[src/rtl/trig_window_ctrl_pkg.sv]
// Shared state encoding and trigger-source mode constants for the trigger window controller.
package trig_window_pkg;

  typedef enum logic [1:0] {
    ST_IDLE,
    ST_WINDOW,
    ST_HOLDOFF
  } state_t;

  localparam logic [1:0] MODE_OFF  = 2'd0;
  localparam logic [1:0] MODE_TICK = 2'd1;
  localparam logic [1:0] MODE_EXT  = 2'd2;
  localparam logic [1:0] MODE_SW   = 2'd3;

endpackage

[src/rtl/trig_window_ctrl_if.sv]
// FIFO-side write bundle: per-channel write requests, full flags and readout permission.
interface trig_window_ctrl_if #(
  parameter int unsigned NCH = 2
);
  logic           ro_en;
  logic [NCH-1:0] fifo_full;
  logic [NCH-1:0] wr_en;

  modport master (input ro_en, input fifo_full, output wr_en);
  modport slave  (output ro_en, output fifo_full, input wr_en);
endinterface

[src/rtl/trig_window_ctrl.sv]
// Trigger-driven capture window controller: IDLE -> WINDOW -> HOLDOFF with
// accepted/dropped trigger accounting and sticky per-channel truncation flags.
module trig_window_ctrl
  import trig_window_pkg::*;
#(
  parameter int unsigned NCH    = 2,
  parameter int unsigned CNT_W  = 12,
  parameter int unsigned DROP_W = 16
) (
  input  logic              clk,
  input  logic              rst,
  input  logic              en,
  input  logic [1:0]        mode,
  input  logic              tick,
  input  logic              ext_trg,
  input  logic              sw_trg,
  input  logic [CNT_W-1:0]  win_len,
  input  logic [CNT_W-1:0]  holdoff,
  input  logic [NCH-1:0]    ch_mask,
  trig_window_ctrl_if.master fifo_if,
  output logic              busy,
  output logic              win_done,
  output logic [NCH-1:0]    trunc,
  output logic [31:0]       trig_cnt,
  output logic [DROP_W-1:0] drop_cnt
);

  state_t              r_state;
  state_t              w_next;
  logic                r_ext_q;
  logic [CNT_W-1:0]    r_win_cnt;
  logic [CNT_W-1:0]    r_hold_cnt;
  logic [NCH-1:0]      r_mask;
  logic                r_win_done;
  logic [NCH-1:0]      r_trunc;
  logic [31:0]         r_trig_cnt;
  logic [DROP_W-1:0]   r_drop_cnt;

  logic                w_ext_rise;
  logic                w_trg;
  logic                w_accept;
  logic                w_win_last;
  logic                w_hold_last;
  logic [NCH-1:0]      w_ch_open;

  assign w_ext_rise  = ext_trg & ~r_ext_q;
  assign w_trg       = en & (((mode == MODE_TICK) & tick) |
                             ((mode == MODE_EXT) & w_ext_rise) |
                             ((mode != MODE_OFF) & sw_trg));
  assign w_accept    = (r_state == ST_IDLE) & w_trg & (win_len != '0);
  assign w_win_last  = (r_state == ST_WINDOW) & (r_win_cnt == CNT_W'(1));
  assign w_hold_last = (r_state == ST_HOLDOFF) & (r_hold_cnt == CNT_W'(1));
  assign w_ch_open   = r_mask & {NCH{fifo_if.ro_en}};

  always_ff @(posedge clk) begin
    if (rst) r_state <= ST_IDLE;
    else     r_state <= w_next;
  end

  always_comb begin
    w_next = r_state;
    if (!en) begin
      w_next = ST_IDLE;
    end else begin
      case (r_state)
        ST_IDLE:    if (w_accept) w_next = ST_WINDOW;
        ST_WINDOW:  if (w_win_last) w_next = (r_hold_cnt != '0) ? ST_HOLDOFF : ST_IDLE;
        ST_HOLDOFF: if (w_hold_last) w_next = ST_IDLE;
        default:    w_next = ST_IDLE;
      endcase
    end
  end

  always_comb begin
    busy          = (r_state != ST_IDLE);
    fifo_if.wr_en = '0;
    if (r_state == ST_WINDOW) fifo_if.wr_en = w_ch_open & ~fifo_if.fifo_full;
  end

  // The two down-counters double as the latched window length and holdoff;
  // each only counts while its own state is active.
  always_ff @(posedge clk) begin
    if (rst) begin
      r_ext_q    <= 1'b1;
      r_win_cnt  <= '0;
      r_hold_cnt <= '0;
      r_mask     <= '0;
      r_win_done <= 1'b0;
      r_trunc    <= '0;
      r_trig_cnt <= '0;
      r_drop_cnt <= '0;
    end else begin
      r_ext_q    <= ext_trg;
      r_win_done <= en & w_win_last;
      if (w_accept) begin
        r_win_cnt  <= win_len;
        r_hold_cnt <= holdoff;
        r_mask     <= ch_mask;
        r_trunc    <= '0;
        r_trig_cnt <= r_trig_cnt + 32'd1;
      end else begin
        if (r_state == ST_WINDOW) begin
          r_win_cnt <= r_win_cnt - CNT_W'(1);
          r_trunc   <= r_trunc | (w_ch_open & fifo_if.fifo_full);
        end
        if (r_state == ST_HOLDOFF) r_hold_cnt <= r_hold_cnt - CNT_W'(1);
      end
      if (w_trg && (r_state != ST_IDLE) && (r_drop_cnt != '1))
        r_drop_cnt <= r_drop_cnt + DROP_W'(1);
    end
  end

  assign win_done = r_win_done;
  assign trunc    = r_trunc;
  assign trig_cnt = r_trig_cnt;
  assign drop_cnt = r_drop_cnt;

endmodule

[src/flat_wrapper.sv]
// flat-port wrapper written by rule: the top's interface ports become plain ports
module trig_window_ctrl_flat import trig_window_pkg::*;
#(
  parameter int unsigned NCH    = 2,
  parameter int unsigned CNT_W  = 12,
  parameter int unsigned DROP_W = 16
)
  (clk, rst, en, mode, tick, ext_trg, sw_trg, win_len, holdoff, ch_mask, busy, win_done, trunc, trig_cnt, drop_cnt, fifo_if_ro_en, fifo_if_fifo_full, fifo_if_wr_en);
  trig_window_ctrl_if #(.NCH(NCH)) fifo_if_i ();
  input  logic clk;
  input  logic rst;
  input  logic en;
  input  logic [1:0] mode;
  input  logic tick;
  input  logic ext_trg;
  input  logic sw_trg;
  input  logic [CNT_W-1:0] win_len;
  input  logic [CNT_W-1:0] holdoff;
  input  logic [NCH-1:0] ch_mask;
  output logic busy;
  output logic win_done;
  output logic [NCH-1:0] trunc;
  output logic [31:0] trig_cnt;
  output logic [DROP_W-1:0] drop_cnt;
  input wire logic [$bits(fifo_if_i.ro_en)-1:0] fifo_if_ro_en;
  input wire logic [$bits(fifo_if_i.fifo_full)-1:0] fifo_if_fifo_full;
  output wire logic [$bits(fifo_if_i.wr_en)-1:0] fifo_if_wr_en;
  assign fifo_if_i.ro_en = fifo_if_ro_en;
  assign fifo_if_i.fifo_full = fifo_if_fifo_full;
  assign fifo_if_wr_en = fifo_if_i.wr_en;
  trig_window_ctrl #(.NCH(NCH), .CNT_W(CNT_W), .DROP_W(DROP_W)) u_core (.clk(clk), .rst(rst), .en(en), .mode(mode), .tick(tick), .ext_trg(ext_trg), .sw_trg(sw_trg), .win_len(win_len), .holdoff(holdoff), .ch_mask(ch_mask), .fifo_if(fifo_if_i), .busy(busy), .win_done(win_done), .trunc(trunc), .trig_cnt(trig_cnt), .drop_cnt(drop_cnt));
endmodule
[config.mk]
export PLATFORM = sky130hd
export DESIGN_NAME = trig_window_ctrl_flat
export DESIGN_NICKNAME = d
export VERILOG_FILES = /design/src/rtl/trig_window_ctrl_pkg.sv /design/src/rtl/trig_window_ctrl_if.sv /design/src/rtl/trig_window_ctrl.sv /design/src/flat_wrapper.sv
export SDC_FILE = /design/constraint.sdc
export NUM_CORES = 1
export LEC_CHECK = 0
export BUFFER_PORTS_ARGS = -buffer_cell sky130_fd_sc_hd__buf_2
export CAP_MARGIN = 20
export CORE_MARGIN = 3
export CORE_UTILIZATION = 57
export DETAILED_ROUTE_END_ITERATION = 8
export GPL_TIMING_DRIVEN = 0
export PLACE_DENSITY = 0.82
export SETUP_SLACK_MARGIN = 0.02
export SLEW_MARGIN = 10
export SYNTH_ARGS = -nofsm -noshare
export SYNTH_HDL_FRONTEND = slang
export SYNTH_SLANG_ARGS = --single-unit
[constraint.sdc]
create_clock -name clk -period 5.7 [get_ports clk]
set_input_delay 1.71 -clock clk [delete_from_list [all_inputs] [get_ports clk]]
set_output_delay 1.71 -clock clk [all_outputs]
set_load 0.01 [all_outputs]
# Word-level counts from Yosys, hierarchy flattened
# Index checks and enable logic that the tools add are counted.
[totals] reg_bits=80 out_inout_bits=54 word_cells=64
[op_classes] addsub=4 eq_ne=10 mux=10 n_bitwise=19 n_reduce_logical=12
[op_table] op="$mux W12" n=4
[op_table] op="$add A32 B1 Y32 const B" n=1
[op_table] op="$eq A12 B1 Y1 const B" n=2
[op_table] op="$reduce_bool A12 Y1" n=2
[op_table] op="$sub A12 B1 Y12 const B" n=2
[op_table] op="$add A16 B1 Y16 const B" n=1
[op_table] op="$ne A16 B16 Y1 const B" n=1
[op_table] op="$and A1 B1 Y1" n=10
[op_table] op="$mux W2" n=5
[op_table] op="$reduce_bool A2 Y1" n=4
[op_table] op="$and A2 B2 Y2" n=3
[op_table] op="$ne A2 B1 Y1 const B" n=3
[op_table] op="$pmux W2 S3" n=1
[op_table] op="$eq A2 B1 Y1 const B" n=2
[op_table] op="$eq A2 B2 Y1 const B" n=2
[op_table] op="$reduce_or A2 Y1" n=2
[op_table] op="$reduce_and A3 Y1" n=1
[op_table] op="$logic_and A1 B1 Y1" n=2
[op_table] op="$logic_not A2 Y1" n=1
[op_table] op="$not A1 Y1" n=2
[op_table] op="$not A2 Y2" n=1
[op_table] op="$or A1 B1 Y1" n=2
[op_table] op="$or A2 B2 Y2" n=1

# Longest topological paths before layout
[depth] word_depth=10 depth_mapped=7

# Worst setup path before layout
# OpenSTA, ideal clock, no wires.
[synth_timing] kind="input port to output port" start="input port fifo_if_ro_en" end="output port fifo_if_wr_en[0]" t_arrival_ns=1.938 slack_ns=2.052 path_stages=2 n_path_buf=0 path_cell_list="nand3_1 nor2_1"
[synth_via] elab_chain_len=3
[synth_rtl] item="start, declared" line_no="flat_wrapper.sv:25" rtl="input wire logic [$bits(fifo_if_i.ro_en)-1:0] fifo_if_ro_en;"
[synth_rtl] item="$and A2 B2 Y2" line_no="trig_window_ctrl.sv:53" rtl="assign w_ch_open = r_mask & {NCH{fifo_if.ro_en}};"
[synth_rtl] item="$and A2 B2 Y2" line_no="trig_window_ctrl.sv:77" rtl="if (r_state == ST_WINDOW) fifo_if.wr_en = w_ch_open & ~fifo_if.fifo_full;"
[synth_rtl] item="$mux W2" line_no="trig_window_ctrl.sv:77"
[synth_rtl] item="end, declared" line_no="flat_wrapper.sv:27" rtl="output wire logic [$bits(fifo_if_i.wr_en)-1:0] fifo_if_wr_en;"
# Every way passes these cells.

# Final worst setup path
[layout_timing] start="input port fifo_if_ro_en" end="output port fifo_if_wr_en[1]"
# Same word-level chain as after synthesis.

==> flow_summary.ini <==
[clock_tree]
root_buffer = clkbuf_8
cts.htree.levels = 3
post_cts_buffers = 0
cts.sinks = 80
cts_buffers = 9
postCtsResizedCells = 0
cts_tree = done
clkLatencyLatePin_ns = 0.36
ctsLongestPathBuffers = 2
clkTransAtPathRegs_ns = 0.07
cts_hold_buf = 0

[sta]
fin_tns_setup_ns = 0
post-route-period-util_pct = 67.1
fmax_ghz = 0.261
hold_viol = 0
fin_ws_ns = 1.88
finalSetupViolCount = 0
tightestPinTransition_ns = 0.870
relSlewSlack_pct = 41.2
finClkSkew_ns = 0.0103
slew_viol_final = 0
fin_crit_ns = 3.82
rsz0062_at_grt = no

[setup_path]
reg2reg_from = u_core.r_state[0]
cp_data_arrival_time_ns = 2.11
cp_max_fo = 4
worstSetupStartpointType = primary input
crit_type = in -> out
r2r-end = u_core.r_hold_cnt[10]
r2r_cells = 7
worstPathRequired_ns = 3.99
endpoint_kind = output pin
reg2reg_slack_ns = 3.40

[place]
placed_cells = 679
place.gp.congestion = 0.854
dp_hpwl_um = 7790
preCtsSetupSlack_ns = 1.88
io_buffers = 90

[finish]
num-fill-cells = 566
nets = 638
syn2layout_area_growth_pct = 17.8
diodes = 0
mostFrequentLayoutCell = buf_2
drive_gt1_share_pct = 22.9
multiInputGateArea_sq_mm = 0.00240
fin_cells = 693
area.sequential_sq_mm = 0.00160
final_cell_mix = buf_2, dfxtp_1, nor2_1, a21oi_1, nand2_1

[power]
p_per_area_mw_per_mm2 = 220
power_mw = 1.08
p_leak_nw = 1.89
ir_drop_uv = 146

[yosys]
yosysWarningCount = 0
synth_seq_area_share_pct = 38.4
synth_compound_area_share_pct = 18.7
syn_inst = 493
synth_fp_nets = 537
synth_area_leaders = dfxtp_1, a21oi_1, nor2_1
synthXorXnorAreaFrac_pct = 5.47
async_flop_share_pct = 0
synthSimpleGateAreaFrac_pct = 30.2
synth_edf_count = 0
synthMuxAreaShare_pct = 1.05
ys.flop_type = dfxtp_1
ys_ff_latch = 80
yosysUniqueCellTypes = 61
synth_top_family_by_area = simple AND/OR/NAND/NOR gates
synthAdderAreaFrac_pct = 2.10
synth_area_sq_mm = 0.00417
yosysTopAreaCell = dfxtp_1
syn_avg_cell_area_sq_um = 8.45
yosys.area.top_type_share_pct = 38.4

[detailed_routing]
wl_per_cell_um = 15.5
drt_iter0_drc = 195
drt_pre_antenna_iters = 5
drc = 0
antenna_left = 0
via_count = 4133
drt-total-wl_um = 10700
vias_per_cell = 5.96

[min_path]
hold_end = u_core.r_mask[1]
hold_path_depth = 2
hp-class = reg -> reg
min-delay-start = u_core.r_mask[1]

[global_routing]
grt_max_degree = 12
grt_pass1_wl_um = 17600
grt_pass1_vias = 3818
grt_overflow = 0
grt_usage_pct = 25.4
antenna_found_initial = 0

[die]
die_h_um = 91.5
die_w_um = 91.5
io_pins = 91
rows = 30
start_util_pct = 60.0
core_sq_mm = 0.00694
fp.dieArea_sq_mm = 0.00837

[job]
drv_cap = 0

[run_status]
outcome = completed
==> logic make-up after synthesis <==
kind of cell / Yosys count
AO/OA/AOI/OAI: 111
XOR/XNOR: 26
adder cells (fa/ha/maj): 7
buffers and inverters: 38
flip-flops: 80
multiplexers: 4
AND/OR/NAND/NOR: 227
==> critical path, stage by stage <==
cell     delay (ns)
buf_2          0.11
nand3_1        0.08
nor2_1         0.09
buf_2          0.13
==> worst max-delay path by stage <==
| stage | depth (start not counted) | to | from |
|---|---|---|---|
| floorplan | 2 | fifo_if_wr_en[0] | fifo_if_ro_en |
| global placement | 4 | fifo_if_wr_en[0] | fifo_if_ro_en |
| detailed placement | 4 | fifo_if_wr_en[1] | fifo_if_ro_en |
| CTS | 4 | fifo_if_wr_en[1] | fifo_if_ro_en |
| global route | 4 | fifo_if_wr_en[1] | fifo_if_ro_en |
| finish | 4 | fifo_if_wr_en[1] | fifo_if_ro_en |
==> cell usage after synthesis, types with 2 or more instances <==
cell and count:
xor2_1 9, buf_2 10, xnor2_1 17, mux2_2 2, nand4_2 2, nor4_2 2, a2111oi_2 2, nand2_1 34
nor3_1 16, clkbuf_1 11, nor4b_2 2, nor2b_1 9, a2111oi_4 2, o311ai_0 2, a21o_1 3, nor2_1 49
nand3_1 31, a41oi_1 2, inv_1 14, a21oi_1 45, o31ai_1 3, and3_1 6, ha_1 7, or3_1 15
nand2b_1 7, or4_1 7, a2bb2oi_1 3, or2_2 2, dfxtp_1 80, a211oi_1 12, nand4_1 17, and4_1 6
and2_1 8, o21ai_0 16, nor4_1 5, o211ai_1 4, a31oi_1 7
==> metal layers <==
| layer | track usage [%] | routed length (um) | up-vias |
|---|---|---|---|
| li1 | - | - | 2005 |
| met1 | 32.5 | 4640 | 1933 |
| met2 | 42.3 | 5150 | 178 |
| met3 | 3.65 | 735 | 17 |
| met4 | 11.2 | 195 | 0 |
| met5 | 0 | 0 | - |
==> registers in the layout, summed over array words and instances, names as in the netlist <==
| name | cells |
|---|---|
| u_core.drop_cnt | 16 |
| u_core.r_ext_q | 1 |
| u_core.r_hold_cnt | 12 |
| u_core.r_mask | 2 |
| u_core.r_state | 2 |
| u_core.r_win_cnt | 12 |
| u_core.trig_cnt | 32 |
| u_core.trunc | 2 |
| u_core.win_done | 1 |
==> per-stage QoR <==
stage / util, % / cell area, sq um / hold slack, ns
finish: 70.7 / 4910 / 0.483
global route: 70.7 / 4910 / 0.511
CTS: 70.7 / 4910 / 0.484
detailed placement: 68.2 / 4740 / 0.474
global placement: 68.2 / 4740 / 0.464
floorplan: - / 4170 / 0.449
==> power breakdown <==
part	leakage, nW	switching [mW]	internal (mW)	total (mW)
Sequential	0.648	0.0163	0.574	0.590
Combinational	1.16	0.0649	0.0435	0.108
Clock	0.0886	0.192	0.190	0.382
==> final cells by class <==
cell class | instances | area share (%)
timing repair buffer | 90 | 9.18
clock buffer | 14 | 3.52
multi-input combinational | 375 | 48.8
buffer | 24 | 2.32
tap | 96 | 2.45
inverter | 14 | 1.07
sequential | 80 | 32.6
No activity file was read; power rests on OpenSTA's default activity.
